### src/rtl/switch_router_pkg.sv
// Shared types and helpers for the break-before-make signal router.
package switch_router_pkg;

  typedef enum logic [1:0] {
    ST_IDLE   = 2'b00,
    ST_ACTIVE = 2'b01,
    ST_DEAD   = 2'b10
  } state_e;

  function automatic int clog2(input int v);
    int r;
    for (r = 0; (1 << r) < v; r++) begin
    end
    return r;
  endfunction

endpackage

### src/rtl/dead_time_counter.sv
// Down-counter timing the all-off interval; last flags the final dead cycle.
module dead_time_counter
  import switch_router_pkg::*;
#(
  parameter int DEAD_CYCLES = 4
) (
  input  logic clk,
  input  logic rst,
  input  logic load,
  input  logic tick,
  output logic last
);

  localparam int CNT_W = clog2(DEAD_CYCLES + 1);

  logic [CNT_W-1:0] count;

  // Only loaded or decremented while nonzero, so it never wraps.
  always_ff @(posedge clk) begin
    if (rst)                        count <= '0;
    else if (load)                  count <= CNT_W'(DEAD_CYCLES);
    else if (tick && count != '0)   count <= count - 1'b1;
  end

  assign last = (count == CNT_W'(1));

endmodule

### src/rtl/switch_router.sv
// Registered N-group signal router; every group entry passes an all-off dead interval.
module switch_router
  import switch_router_pkg::*;
#(
  parameter int N_GROUPS    = 2,
  parameter int N_SIG       = 2,
  parameter int DEAD_CYCLES = 4,
  parameter int SEL_W       = clog2(N_GROUPS)
) (
  input  logic                      clk,
  input  logic                      rst,
  input  logic                      en,
  input  logic [SEL_W-1:0]          sel,
  input  logic [N_SIG-1:0]          sig_in,
  output logic [N_GROUPS*N_SIG-1:0] sig_out,
  output logic [SEL_W-1:0]          active_grp,
  output logic                      busy,
  output logic                      sel_err
);

  state_e           state;
  logic [SEL_W-1:0] target;
  logic             sel_ok;
  logic             last;
  logic             load;
  logic             tick;

  assign sel_ok = (int'(sel) < N_GROUPS);

  // Place the bundle in one slice; every other slice stays zero.
  function automatic logic [N_GROUPS*N_SIG-1:0] route(input logic [SEL_W-1:0] g,
                                                       input logic [N_SIG-1:0]  d);
    logic [N_GROUPS*N_SIG-1:0] r;
    r = '0;
    for (int i = 0; i < N_GROUPS; i++)
      if (g == SEL_W'(i)) r[i*N_SIG +: N_SIG] = d;
    return r;
  endfunction

  always_comb begin
    load = 1'b0;
    if (en && sel_ok) begin
      case (state)
        ST_IDLE:   load = 1'b1;
        ST_ACTIVE: load = (sel != active_grp);
        default:   load = 1'b0;
      endcase
    end
    tick = en && (state == ST_DEAD);
  end

  dead_time_counter #(.DEAD_CYCLES(DEAD_CYCLES)) u_dead (
    .clk  (clk),
    .rst  (rst),
    .load (load),
    .tick (tick),
    .last (last)
  );

  always_ff @(posedge clk) begin
    if (rst) begin
      state      <= ST_IDLE;
      target     <= '0;
      active_grp <= '0;
      sig_out    <= '0;
      busy       <= 1'b0;
      sel_err    <= 1'b0;
    end else begin
      sel_err <= !sel_ok;
      case (state)
        ST_IDLE: begin
          sig_out <= '0;
          busy    <= 1'b0;
          if (en && sel_ok) begin
            state  <= ST_DEAD;
            target <= sel;
            busy   <= 1'b1;
          end
        end
        ST_DEAD: begin
          sig_out <= '0;
          if (!en) begin
            state <= ST_IDLE;
            busy  <= 1'b0;
          end else if (last) begin
            // A select arriving on the final dead edge still wins the target.
            state      <= ST_ACTIVE;
            busy       <= 1'b0;
            target     <= sel_ok ? sel : target;
            active_grp <= sel_ok ? sel : target;
            sig_out    <= route(sel_ok ? sel : target, sig_in);
          end else if (sel_ok) begin
            target <= sel;
          end
        end
        ST_ACTIVE: begin
          if (!en) begin
            state   <= ST_IDLE;
            sig_out <= '0;
          end else if (sel_ok && sel != active_grp) begin
            state   <= ST_DEAD;
            target  <= sel;
            busy    <= 1'b1;
            sig_out <= '0;
          end else begin
            sig_out <= route(active_grp, sig_in);
          end
        end
        default: begin
          state   <= ST_IDLE;
          sig_out <= '0;
          busy    <= 1'b0;
        end
      endcase
    end
  end

endmodule

### config.mk
export PLATFORM = sky130hd
export DESIGN_NAME = switch_router
export DESIGN_NICKNAME = d
export VERILOG_FILES = /design/src/rtl/switch_router_pkg.sv /design/src/rtl/dead_time_counter.sv /design/src/rtl/switch_router.sv
export SDC_FILE = /design/constraint.sdc
export NUM_CORES = 1
export LEC_CHECK = 0
export BUFFER_PORTS_ARGS = -buffer_cell sky130_fd_sc_hd__buf_2
export CAP_MARGIN = 5
export CELL_PAD_IN_SITES_DETAIL_PLACEMENT = 0
export CELL_PAD_IN_SITES_GLOBAL_PLACEMENT = 1
export CORE_MARGIN = 8
export CORE_UTILIZATION = 41
export DETAILED_ROUTE_END_ITERATION = 10
export PLACE_DENSITY_LB_ADDON = 0.1
export SETUP_SLACK_MARGIN = 0.05
export SYNTH_ARGS = -nofsm -noshare
export SYNTH_HDL_FRONTEND = slang
export SYNTH_HIERARCHICAL = 1
export SYNTH_SLANG_ARGS = --single-unit
### constraint.sdc
create_clock -name clk -period 2.25 [get_ports clk]
set_input_delay 0.225 -clock clk [delete_from_list [all_inputs] [get_ports clk]]
set_output_delay 0.225 -clock clk [all_outputs]
set_load 0.005 [all_outputs]
Yosys cells after proc, flatten, opt, wreduce, memory -nomap -nowiden
Index checks and enable logic that the tools add are counted.
{ "totals": {"ff_bits": 11, "latchBits": 0, "ram_bits": 0, "rom_bits": 0, "in_bits": 6, "output_inout_bits": 7, "elab_cells": 50, "n_memories": 0} }
{ "classes": {"n_addsub": 1, "mul": 0, "div_mod_pow": 0, "order_cmp": 0, "n_eq_ne": 9, "shift": 0, "muxes": 25, "bitwise": 0, "reduce_logical": 9} }
{ "op_table": {"columns": ["op", "n"], "rows": [
  ["2-to-1 mux 2 bit", 9],
  ["2-to-1 mux 4 bit", 4],
  ["AND reduction 3 bit", 3],
  ["case mux 4 bit (2 select lines)", 1],
  ["2-to-1 mux 1 bit", 6],
  ["2-to-1 mux 3 bit", 2],
  ["inequality test 2 bit (second input constant)", 3],
  ["inequality test 3 bit (second input constant)", 2],
  ["case mux 2 bit (3 select lines)", 1],
  ["== test 3 x 1 -> 1 bit (second input constant)", 1],
  ["case mux 1 bit (3 select lines)", 1],
  ["nonzero test 3 bit", 1],
  ["subtractor 3 x 1 -> 3 bit (second input constant)", 1],
  ["== test 2 x 1 -> 1 bit (second input constant)", 1],
  ["== test 2 bit (second input constant)", 1],
  ["logical AND 1 bit", 2],
  ["logical NOT 2 bit", 1],
  ["case mux 1 bit (2 select lines)", 1],
  ["nonzero test 2 bit", 1],
  ["OR reduction 2 bit", 1],
  ["inequality test 1 bit", 1]
]} }

Longest topological paths before layout
Gate-level depths: netlist of run 1.
{ "depth": {"ltp_word": 5, "ltp_mapped": 7, "mapped_depth_nobuf": 7} }

Cells and area by module
Netlist of run 1, hierarchy kept.
{ "modules_own_cells": {"columns": ["module", "instances", "cells_per_inst", "area_per_inst_um2", "seq_area_each_um2"], "rows": [
  ["switch_router", 1, 54, 441.7, 160.2],
  ["dead_time_counter", 1, 20, 198.9, 60.1]
]} }

Worst setup path after synthesis of run 1
No wires, ideal clock.
{ "synth_timing": {"kind": "register -> register", "from": "register state[1]", "to": "register u_dead.count[0]", "setup_time_ns": 0.059, "t_arrival_ns": 1.417, "required_ns": 2.191, "setup_slack_ns": 0.774, "stages_incl_launch_ff": 8, "n_path_buf": 0, "period_less_slack_ns": 1.476, "path_cell_list": "dfxtp_1 -> inv_1 -> ha_1 -> inv_1 -> nor2_1 -> o21a_1 -> a2111oi_2 -> a31o_1"} }
{ "synth_via": {"elab_chain_len": 4, "elab_cells_between_ends": 8, "cone_classes": "2 x eq/ne; 2 x mux; 4 x reduce/logical"} }
{ "synth_lines": {"columns": ["element", "line", "source"], "rows": [
  ["start: declaration", "switch_router.sv:21", "state_e state;"],
  ["start signal: assignment", "switch_router.sv:62", "state <= ST_IDLE;"],
  ["start signal: assignment", "switch_router.sv:75", "state <= ST_DEAD;"],
  ["start signal: assignment", "switch_router.sv:83", "state <= ST_IDLE;"],
  ["== test 2 x 1 -> 1 bit or logical NOT 2 bit (tied branches)", null, null],
  ["case mux 1 bit (2 select lines) *", "switch_router.sv:43", "case (state)"],
  ["2-to-1 mux 1 bit *", "switch_router.sv:42", "if (en && sel_ok) begin"],
  ["named net load", "switch_router.sv:25", "logic load;"],
  ["OR reduction 2 bit (no source line) *", null, null],
  ["end signal: assignment", "dead_time_counter.sv:21", "else if (load) count <= CNT_W'(DEAD_CYCLES);"],
  ["end signal: assignment", "dead_time_counter.sv:22", "else if (tick && count != '0) count <= count - 1'b1;"],
  ["end: declaration", "dead_time_counter.sv:16", "logic [CNT_W-1:0] count;"]
]} }
The timed path passes the listed nets; every way through them passes the cells marked *.
A chain may end at the register's enable or synchronous reset.

Worst setup path after layout of run 1
Ends and elaborated chain as after synthesis.

==> results of run 1 <==
[routing by layer]
layer  global-route usage (%)  vias up  wire length (um)
met2                     12.7       14               536
met5                        0        -                 0
li1                         -      282                 -
met1                     10.3      247               643
met4                     6.34        0                33
met3                     4.11        4                83
[synth_stat cells (2+ instances only)]
master	n
nand3_1	2
o31ai_1	2
nor3_1	2
dfxtp_1	11
nand2_1	7
o21a_1	2
inv_1	5
o21ai_0	2
nor2_1	10
a21oi_1	3
nor2b_1	3
ha_1	7
[registers in the layout, indices dropped and copies added (netlist names)]
signal / cells
u_dead/count: 3
sig_out: 4
busy: 1
state: 2
active_grp: 1
[cell type report]
class / instances / area (um2) / area share (%)
tap: 16 / 20.0 / 2.74
clock buffer: 4 / 26.3 / 3.60
multi-input combinational: 56 / 389 / 53.3
inverter: 5 / 18.8 / 2.57
sequential: 11 / 220 / 30.2
timing repair buffer: 11 / 55.1 / 7.55
[logic make-up after synthesis]
family / after synthesis / synth area share, %
compound gates: 15 / 18.4
xor+xnor: 1 / 1.37
fa+ha+maj: 7 / 13.7
buf+inv: 7 / 4.88
flops: 11 / 34.4
mux: 1 / 1.56
other cells: 1 / 0.585
simple gates: 31 / 25.2
[path summary, 6_finish.rpt]
kind / end / slack (ns) / startpoint
max reg2reg: u_dead/count[0] / 0.64 / state[1]
min reg2reg: busy / 0.47 / busy
min: sig_out[0] / 0.20 / sig_in[0]
max: u_dead/count[0] / 0.64 / state[1]
[metrics by stage]
step           cells  power (W)  setup slack [ns]  area (um2)  utilization, %
2_1_floorplan     74   0.000380             0.774         641               -
3_3_place_gp      99   0.000425             0.697         703            47.2
3_5_place_dp      99   0.000426             0.656         703            47.2
4_1_cts          103   0.000569             0.649         729            49.0
5_1_grt          103   0.000604             0.496         729            49.0
6_report         103   0.000562             0.642         729            49.0
[report_power, final]
part | internal [W] | total [W] | switching [W]
clock | 0.0000687 | 0.000139 | 0.0000708
combinational | 0.0000834 | 0.000193 | 0.000110
sequential | 0.000215 | 0.000229 | 0.0000142
[worst max-delay path: stages (launching register included)]
cell       delay [ns]
dfxtp_1          0.35
inv_1            0.08
ha_1             0.24
inv_1            0.13
nor2_1           0.06
o21a_1           0.22
a2111oi_2        0.34
a31o_1           0.14
==> metrics.txt, run 1 <==
Iteration-0 DRC Markers=11; Final period util=71.5%; IO buf count=11; post-DR wirelength/cell=12.6 um; maxcap violations=0; post-synth top area share=34.4%; sequential share of the synthesized area=34.4%; clk_lat worst skew=0.27 ns; Final Hold Viols=0; synth warn=6; gr ovfl total=0; Post-synth ARST share=0%; Max Clk Rate=0.622 GHz; Final Slew Violations=0; Starting Density=43.0%; antenna violations before repair=0; area of the mapped netlist=641 um2; Num Clock Sinks=11; CP arrival=1.83 ns; Post-synth EDFFs=0; share of layout cells above drive strength 1=21.8%; outcome=completed; CTS tree=done; total track usage=8.95%; Vias/cell=5.31; diodes inserted=0; Pre-antenna DRT Iters=4; Fillers=144; Syn Area/Cell=8.66 um2; DPL Wire Length=1010 um; syn_nets=87; class of the worst hold path=in2reg; Reg clk slew, reported paths=0.08 ns; Layout area overhead=13.9%; FF-to-FF path depth=7; Synth cell types=30; hold path cells=3; synthesized netlist cell count=74; Cell Rows=14; Fin Setup TNS=0 ns; Setup-failing EPs final=0; RSZ-0062 raised after global routing=false; largest net degree at the start of global routing=12; Placeable Area=1490 um2; Final Wtd Congestion=0.706; DIE WIDTH=55.5 um; I/O pins=13; Peak VDD IR=0.000331 V; maximum clock path buffer count=2; critical path launch point type=flop; hold buffer count at CTS=0; post-route ant nets=0; Worst Setup Path Type=reg2reg; nets=101; number of CTS-inserted buffers=3; routed vias=547; die area=3080 um2; Top FF cell, synth=dfxtp_1; vias in the first global route=524; Max Clock Skew=0.00421 ns; final hold slack=0.197 ns; FF+latch count, synth=11; top cells by area, synth=dfxtp_1 (34%), ha_1 (14%), nor2_1 (5.9%); final wirelength=1300 um; Post-CTS Setup Inserts=0; first-pass GRT wire length=2270 um; Final Critical Period=1.61 ns; cts repair resizes=0; CP required=2.47 ns; CTS root buffer=clkbuf_4; # DRC=0; Die Span Y=55.5 um; Synth area leader=dfxtp_1; Worst setup EP type=flop; pwr dens=770 nW/um2; most frequent cells in the layout=dfxtp_1 (11), buf_2 (11), nor2_1 (10); crit path max fanout=5; leakage=0.321 nW; H-tree depth=1
Power figures use the tool's default switching activity.
==> run 2, diff against run 1 <==
--- a/config.mk
+++ b/config.mk
@@ -5,12 +5,13 @@
 export SDC_FILE = /design/constraint.sdc
 export NUM_CORES = 1
 export LEC_CHECK = 0
+export ABC_AREA = 1
 export BUFFER_PORTS_ARGS = -buffer_cell sky130_fd_sc_hd__buf_2
 export CAP_MARGIN = 5
 export CELL_PAD_IN_SITES_DETAIL_PLACEMENT = 0
 export CELL_PAD_IN_SITES_GLOBAL_PLACEMENT = 1
 export CORE_MARGIN = 8
-export CORE_UTILIZATION = 41
+export CORE_UTILIZATION = 34
 export DETAILED_ROUTE_END_ITERATION = 10
 export PLACE_DENSITY_LB_ADDON = 0.1
 export SETUP_SLACK_MARGIN = 0.05
==> constraint.sdc (replaced) <==
create_clock -name clk -period 1.4 [get_ports clk]
set_input_delay 0.14 -clock clk [delete_from_list [all_inputs] [get_ports clk]]
set_output_delay 0.14 -clock clk [all_outputs]
set_load 0.005 [all_outputs]
==> run 2 against run 1 <==
Compared with the run above:
- sequential power up 88%
- non-clock buffer count up 6
- core utilization down 1.6 points
- clock power up 67%
- critical path depth up 1
- synthesized cell count up 30%
- final cell count up 39%
==> metrics.txt, run 2 <==
pwr dens=1430 nW/um2 (+86%); Top FF cell, synth=dfxtp_1; die area=3740 um2 (+21%); hold buffer count at CTS=0 (unchanged); sequential share of the synthesized area=31.7% (-2.7 points); Peak VDD IR=0.000769 V (+130%); area of the mapped netlist=694 um2 (+8.4%); Crit path largest cell delay=0.36 ns (about the same); Worst Setup Path Type=reg2reg; IO buf count=11 (unchanged); top cells by area, synth=dfxtp_1 (32%), ha_1 (13%), nand2_1 (9.7%); Final period util=91.1% (+20 points); Synth cell types=22 (-27%); busiest layer in global routing=met2; biggest regs=sig_out x4, u_dead/count x3, state x2; share of layout cells above drive strength 1=39.7% (+18 points); vias in the first global route=575 (+9.7%); total power=0.00132 W (+130%); post-synth top area share=31.7% (-2.7 points); maximum clock path buffer count=2 (unchanged); CP required=1.61 ns (-0.86 ns); maxcap violations=0 (unchanged); clk_lat worst skew=0.28 ns (about the same); Die Span Y=61.2 um (+10%); CTS tree=done; Num Clock Sinks=11 (unchanged); Worst setup EP type=flop; first-pass GRT wire length=2380 um (+4.8%); largest net degree at the start of global routing=7 (-5); synth cell count leaders=nand2_1 (18), inv_1 (17), nor2_1 (13); CP Cell Sequence=inv_2 > ha_4 > nand2_4 > clkinv_2 > nand2_1 > o21ai_2 > or2_4 > nor3b_2; RSZ-0062 raised after global routing=true; Layout area overhead=32.4%; commonest non-fill, non-tap cell in the layout=nand2_1; Reg clk slew, reported paths=0.08 ns (about the same); post-route ant nets=0 (unchanged); number of CTS-inserted buffers=3 (unchanged); Post-synth ARST share=0% (unchanged); crit path max fanout=4 (-1); post-DR wirelength/cell=10.8 um (-14%); most frequent cells in the layout=nand2_1 (18), inv_1 (13), nor2_1 (11), buf_2 (11), dfxtp_1 (9); synthesized netlist cell count=96 (+30%); syn_nets=109 (+25%); H-tree depth=1 (unchanged); dpl cells=135 (+36%); Buf/Inv on CP=2 (unchanged); CP arrival=1.48 ns (-0.35 ns); final wirelength=1550 um (+19%); Vias/cell=4.36 (-18%); FF+latch count, synth=11 (unchanged); antenna violations before repair=0 (unchanged); M1 GR Usage=10.5% (+0.15 points); diodes inserted=0 (unchanged); Final Critical Period=1.27 ns (-0.333 ns); Final Wtd Congestion=0.741 (+4.9%); CP top delay family=simple AND/OR/NAND/NOR gates; total track usage=8.62% (-0.33 points); nets=130 (+29%); DPL Wire Length=1200 um (+19%); Iteration-0 DRC Markers=14 (+3); Top reg by flops=sig_out; gr ovfl total=0 (unchanged); Pre-antenna DRT Iters=4 (unchanged); # DRC=0 (unchanged); Syn Area/Cell=7.23 um2 (-16%); critical path launch point type=flop; met2 usage=13.1% (+0.47 points); count leader, synth=nand2_1; Synth area leader=dfxtp_1; max reg flops=4 (unchanged); GR Layer Usage met3=3.13% (-0.98 points); Placeable Area=1940 um2 (+30%); outcome=completed; Cell Rows=16 (+2); Final Hold Viols=0 (unchanged); Setup-failing EPs final=0 (unchanged); I/O pins=13 (unchanged); CTS root buffer=clkbuf_4; routed vias=623 (+14%); Starting Density=35.8% (-7.3 points); synth warn=6 (unchanged); DIE WIDTH=61.2 um (+10%); Cell Count, Final, Fillers Out=143 (+39%); Post-synth EDFFs=0 (unchanged); Fin Setup TNS=0 ns (unchanged); Max Clock Skew=0.00518 ns (+0.000962 ns); class of the worst hold path=in2reg; Final Slew Violations=0 (unchanged); leakage=0.434 nW (+35%); Slowest-stage cell, CP=dfxtp_4; Max Clk Rate=0.784 GHz (+26%)
==> run 2: final timing paths <==
path                            depth (start not counted)  slack (ns)               to      from
worst max-delay path                                    8        0.13  u_dead/count[1]  state[1]
worst min-delay path                                    2        0.06  u_dead/count[2]       rst
worst max register to register                          8        0.13  u_dead/count[1]  state[1]
worst min register to register                          2        0.46             busy      busy
==> run 2: final cells by class <==
| cell class | instances | area [um2] |
|---|---|---|
| sequential | 11 | 228 |
| fill | 221 | 1020 |
| inverter | 19 | 72.6 |
| timing repair buffer | 17 | 100 |
| multi-input combinational | 65 | 459 |
| tap | 27 | 33.8 |
| clock buffer | 4 | 26.3 |
==> run 2: report_power, final <==
part           switching [W]  total [W]  internal, W  leakage [nW]
clock               0.000121   0.000232     0.000111        0.0150
sequential         0.0000508   0.000430     0.000379        0.0908
combinational       0.000358   0.000655     0.000296         0.329
==> run 2: layer usage <==
layer | vias up | share of wire [%]
li1 | 332 | -
met1 | 278 | 45
met2 | 11 | 50
met3 | 2 | 2.8
met4 | 0 | 1.6
met5 | - | 0
==> run 2: kinds of logic (layout without fill, tap and decap cells) <==
kind of cell	count (synthesis)	after routing	synth area share, %
AOI/OAI and AO/OA	9	9	9.55
DFF	11	11	31.7
buffers and inverters	20	40	11.5
adders and majority gates	7	7	12.6
and+or+nand+nor	48	48	34.1
other	1	1	0.540
==> run 2: per-stage QoR <==
| stage | area, um2 | setup slack, ns | hold WS (ns) | utilization [%] |
|---|---|---|---|---|
| 2_1_floorplan | 701 | 0.0578 | 0.212 | - |
| 3_3_place_gp | 797 | 0.0492 | 0.368 | 41.0 |
| 3_5_place_dp | 797 | 0.0112 | 0.366 | 41.0 |
| 4_1_cts | 831 | 0.0486 | 0.0689 | 42.8 |
| 5_1_grt | 920 | 0.0336 | 0.0625 | 47.4 |
| 6_report | 920 | 0.125 | 0.0630 | 47.4 |
==> run 2: repair_timing <==
| action | in CTS | in global routing |
|---|---|---|
| setup endpoints to repair | 2 | 9 |
| pin swaps | 0 | 4 |
| buffers inserted | 1 | 3 |
| resized for setup | 2 | 19 |
| hold endpoints to repair | 0 | 0 |
==> run 3, diff against run 2 <==
--- a/config.mk
+++ b/config.mk
@@ -14,7 +14,9 @@
 export CORE_UTILIZATION = 34
 export DETAILED_ROUTE_END_ITERATION = 10
 export PLACE_DENSITY_LB_ADDON = 0.1
+export REMOVE_ABC_BUFFERS = 1
 export SETUP_SLACK_MARGIN = 0.05
+export SKIP_CTS_REPAIR_TIMING = 1
 export SYNTH_ARGS = -nofsm -noshare
 export SYNTH_HDL_FRONTEND = slang
 export SYNTH_HIERARCHICAL = 1
==> run 3 against run 2 <==
Compared with the run above:
- first-iteration DRC count rose by 21%
- critical path depth fell by 1
- combinational power fell by 2%
- largest power group unchanged
- worst hold slack improved by 0.023 ns
- clock power fell by 6%
- via count fell by 0.64%
- sequential share of layout area fell by 0.14 points
- clock skew barely moved
- clock-buffer cell count fell by 1
==> metrics.txt, run 3 (same netlist as run 2, synthesis figures left out) <==
outcome=completed; pwr dens=1390 nW/um2 (-2.6%); crit path max fanout=4 (unchanged); class of the worst hold path=in2reg; Peak VDD IR=0.000805 V (+4.8%); Vias/cell=4.24 (-2.7%); first-pass GRT wire length=2330 um (-2.0%); Sw Ratio=38.3% (-2.0 points); Fin Setup TNS=0 ns (unchanged); Placeable Area=1940 um2 (unchanged); DIE WIDTH=61.2 um (unchanged); Starting Density=35.8% (unchanged); routed vias=619 (-0.64%); CP required=1.56 ns (-0.05 ns); clk_lat worst skew=0.27 ns (about the same); max reg flops=4 (unchanged); total track usage=8.44% (-0.18 points); post-route ant nets=0 (unchanged); CTS tree=done; Reg clk slew, reported paths=0.07 ns (about the same); Final Wtd Congestion=0.743 (+0.31%); Layout area overhead=30.3%; reg-to-reg endpoint=u_dead/count[1]; Iteration-0 DRC Markers=17 (+3); Final Hold Viols=0 (unchanged); maximum clock path buffer count=2 (unchanged); hold path start=rst; H-tree depth=1 (unchanged); Num Clock Sinks=11 (unchanged); Final Slew Violations=0 (unchanged); share of the core filled with cells=46.6% (-0.77 points); critical path launch point type=flop; Pre-antenna DRT Iters=5 (+1); Reg-to-Reg Start=state[1]; dpl cells=140 (+3.7%); maxcap violations=0 (unchanged); met2 usage=15.2% (+2.1 points); Clock Power Share=17.2% (-0.4 points); # DRC=0 (unchanged); internal power=0.000778 W (-1.0%); final wirelength=1420 um (-8.3%); pre-CTS setup slack=-0.0256 ns (-0.0368 ns); Final Critical Period=1.28 ns (+0.00717 ns); gr ovfl total=0 (unchanged); antenna violations before repair=0 (unchanged); Logic pwr share=50.7% (+0.9 points); Cell Count, Final, Fillers Out=146 (+2.1%); Max Clock Skew=0.00524 ns (+0.0000638 ns); Final WS setup=0.118 ns (-0.00717 ns); flop2flop setup slack=0.12 ns (about the same); Die Span Y=61.2 um (unchanged); number of CTS-inserted buffers=3 (unchanged); RSZ-0062 raised after global routing=true; share of layout cells above drive strength 1=40.3% (+0.68 points); Max Clk Rate=0.780 GHz (-0.56%); nets=133 (+2.3%); largest net degree at the start of global routing=8 (+1); FF-to-FF path depth=7 (-1); CP arrival=1.45 ns (-0.03 ns); Final period util=91.6% (+0.51 points); Hold Path End=u_dead/count[2]; DPL Wire Length=1200 um (-0.20%); Worst setup EP type=flop; GR Layer Usage met3=4.59% (+1.5 points); Top reg by flops=sig_out; busiest layer in global routing=met2; vias in the first global route=580 (+0.87%); Flop pwr share=32.1% (-0.5 points); die area=3740 um2 (unchanged); Setup-failing EPs final=0 (unchanged); M1 GR Usage=7.81% (-2.7 points); Worst Setup Path Type=reg2reg; diodes inserted=0 (unchanged); leakage=0.439 nW (+0.95%); IO buf count=11 (unchanged); hold path cells=2 (unchanged); Cell Rows=16 (unchanged); Fillers=221 (unchanged); post-DR wirelength/cell=9.72 um (-10%); most frequent cells in the layout=nand2_1 (18), inv_1 (14), nor2_1 (11), buf_2 (11); biggest regs=sig_out x4, u_dead/count x3, state x2; commonest non-fill, non-tap cell in the layout=nand2_1; Psw=0.000483 W (-8.8%); final hold slack=0.0862 ns (+0.0232 ns); CTS root buffer=clkbuf_4; I/O pins=13 (unchanged)
-- run 3: changes by cell type in the layout (fill, tap and decap cells not counted), moves of 2 or more --
cell and delta:
buf_4 +3, dfxtp_2 +2, dfxtp_4 -2, ha_2 +2, ha_4 -2
-- run 3: worst max path at each step --
stage	start	end	slack [ns]	cells past startpoint
floorplan	state[1]	u_dead/count[0]	-0.07	8
global placement	state[1]	u_dead/count[0]	0.02	8
detailed placement	state[1]	u_dead/count[1]	-0.03	8
CTS	state[1]	u_dead/count[1]	-0.05	8
global route	state[1]	u_dead/count[1]	0.02	7
finish	state[1]	u_dead/count[1]	0.12	7
-- run 3: power by group through the flow --
| stage | Clock, W | Combinational [W] | Sequential [W] |
|---|---|---|---|
| finish | 0.000217 | 0.000639 | 0.000405 |
| global route | 0.000238 | 0.000725 | 0.000413 |
| CTS | 0.000228 | 0.000594 | 0.000395 |
| detailed placement | 0 | 0.000586 | 0.000403 |
| global placement | 0 | 0.000586 | 0.000401 |
| floorplan | 0 | 0.000386 | 0.000408 |
-- run 3: stage by stage --
step / power (W) / cell area, um2
final: 0.00126 / 905
after global routing: 0.00138 / 905
after CTS: 0.00122 / 856
after detailed placement: 0.000989 / 828
after global placement: 0.000986 / 828
after floorplan: 0.000794 / 687
-- run 3: worst max-delay path, cell delays in order, from the launching register on --
cell	delay [ns]
dfxtp_2	0.33
buf_4	0.11
ha_2	0.19
nand2_2	0.07
inv_2	0.07
a21boi_4	0.20
nand2_1	0.06
nor3b_2	0.14
-- run 3: metal layers --
metal | share of wire (%) | up-vias
met2 | 50 | 12
met5 | 0 | -
met4 | 1.5 | 0
met3 | 6.5 | 4
met1 | 42 | 263
li1 | - | 340
-- run 3: area by class of cell --
type	count	area, um2	area share (%)
inverter	19	72.6	8.02
clock inverter	1	5.00	0.553
clock buffer	3	22.5	2.49
timing repair buffer	20	123	13.6
tap	27	33.8	3.73
multi-input combinational	65	425	47.0
sequential	11	223	24.6
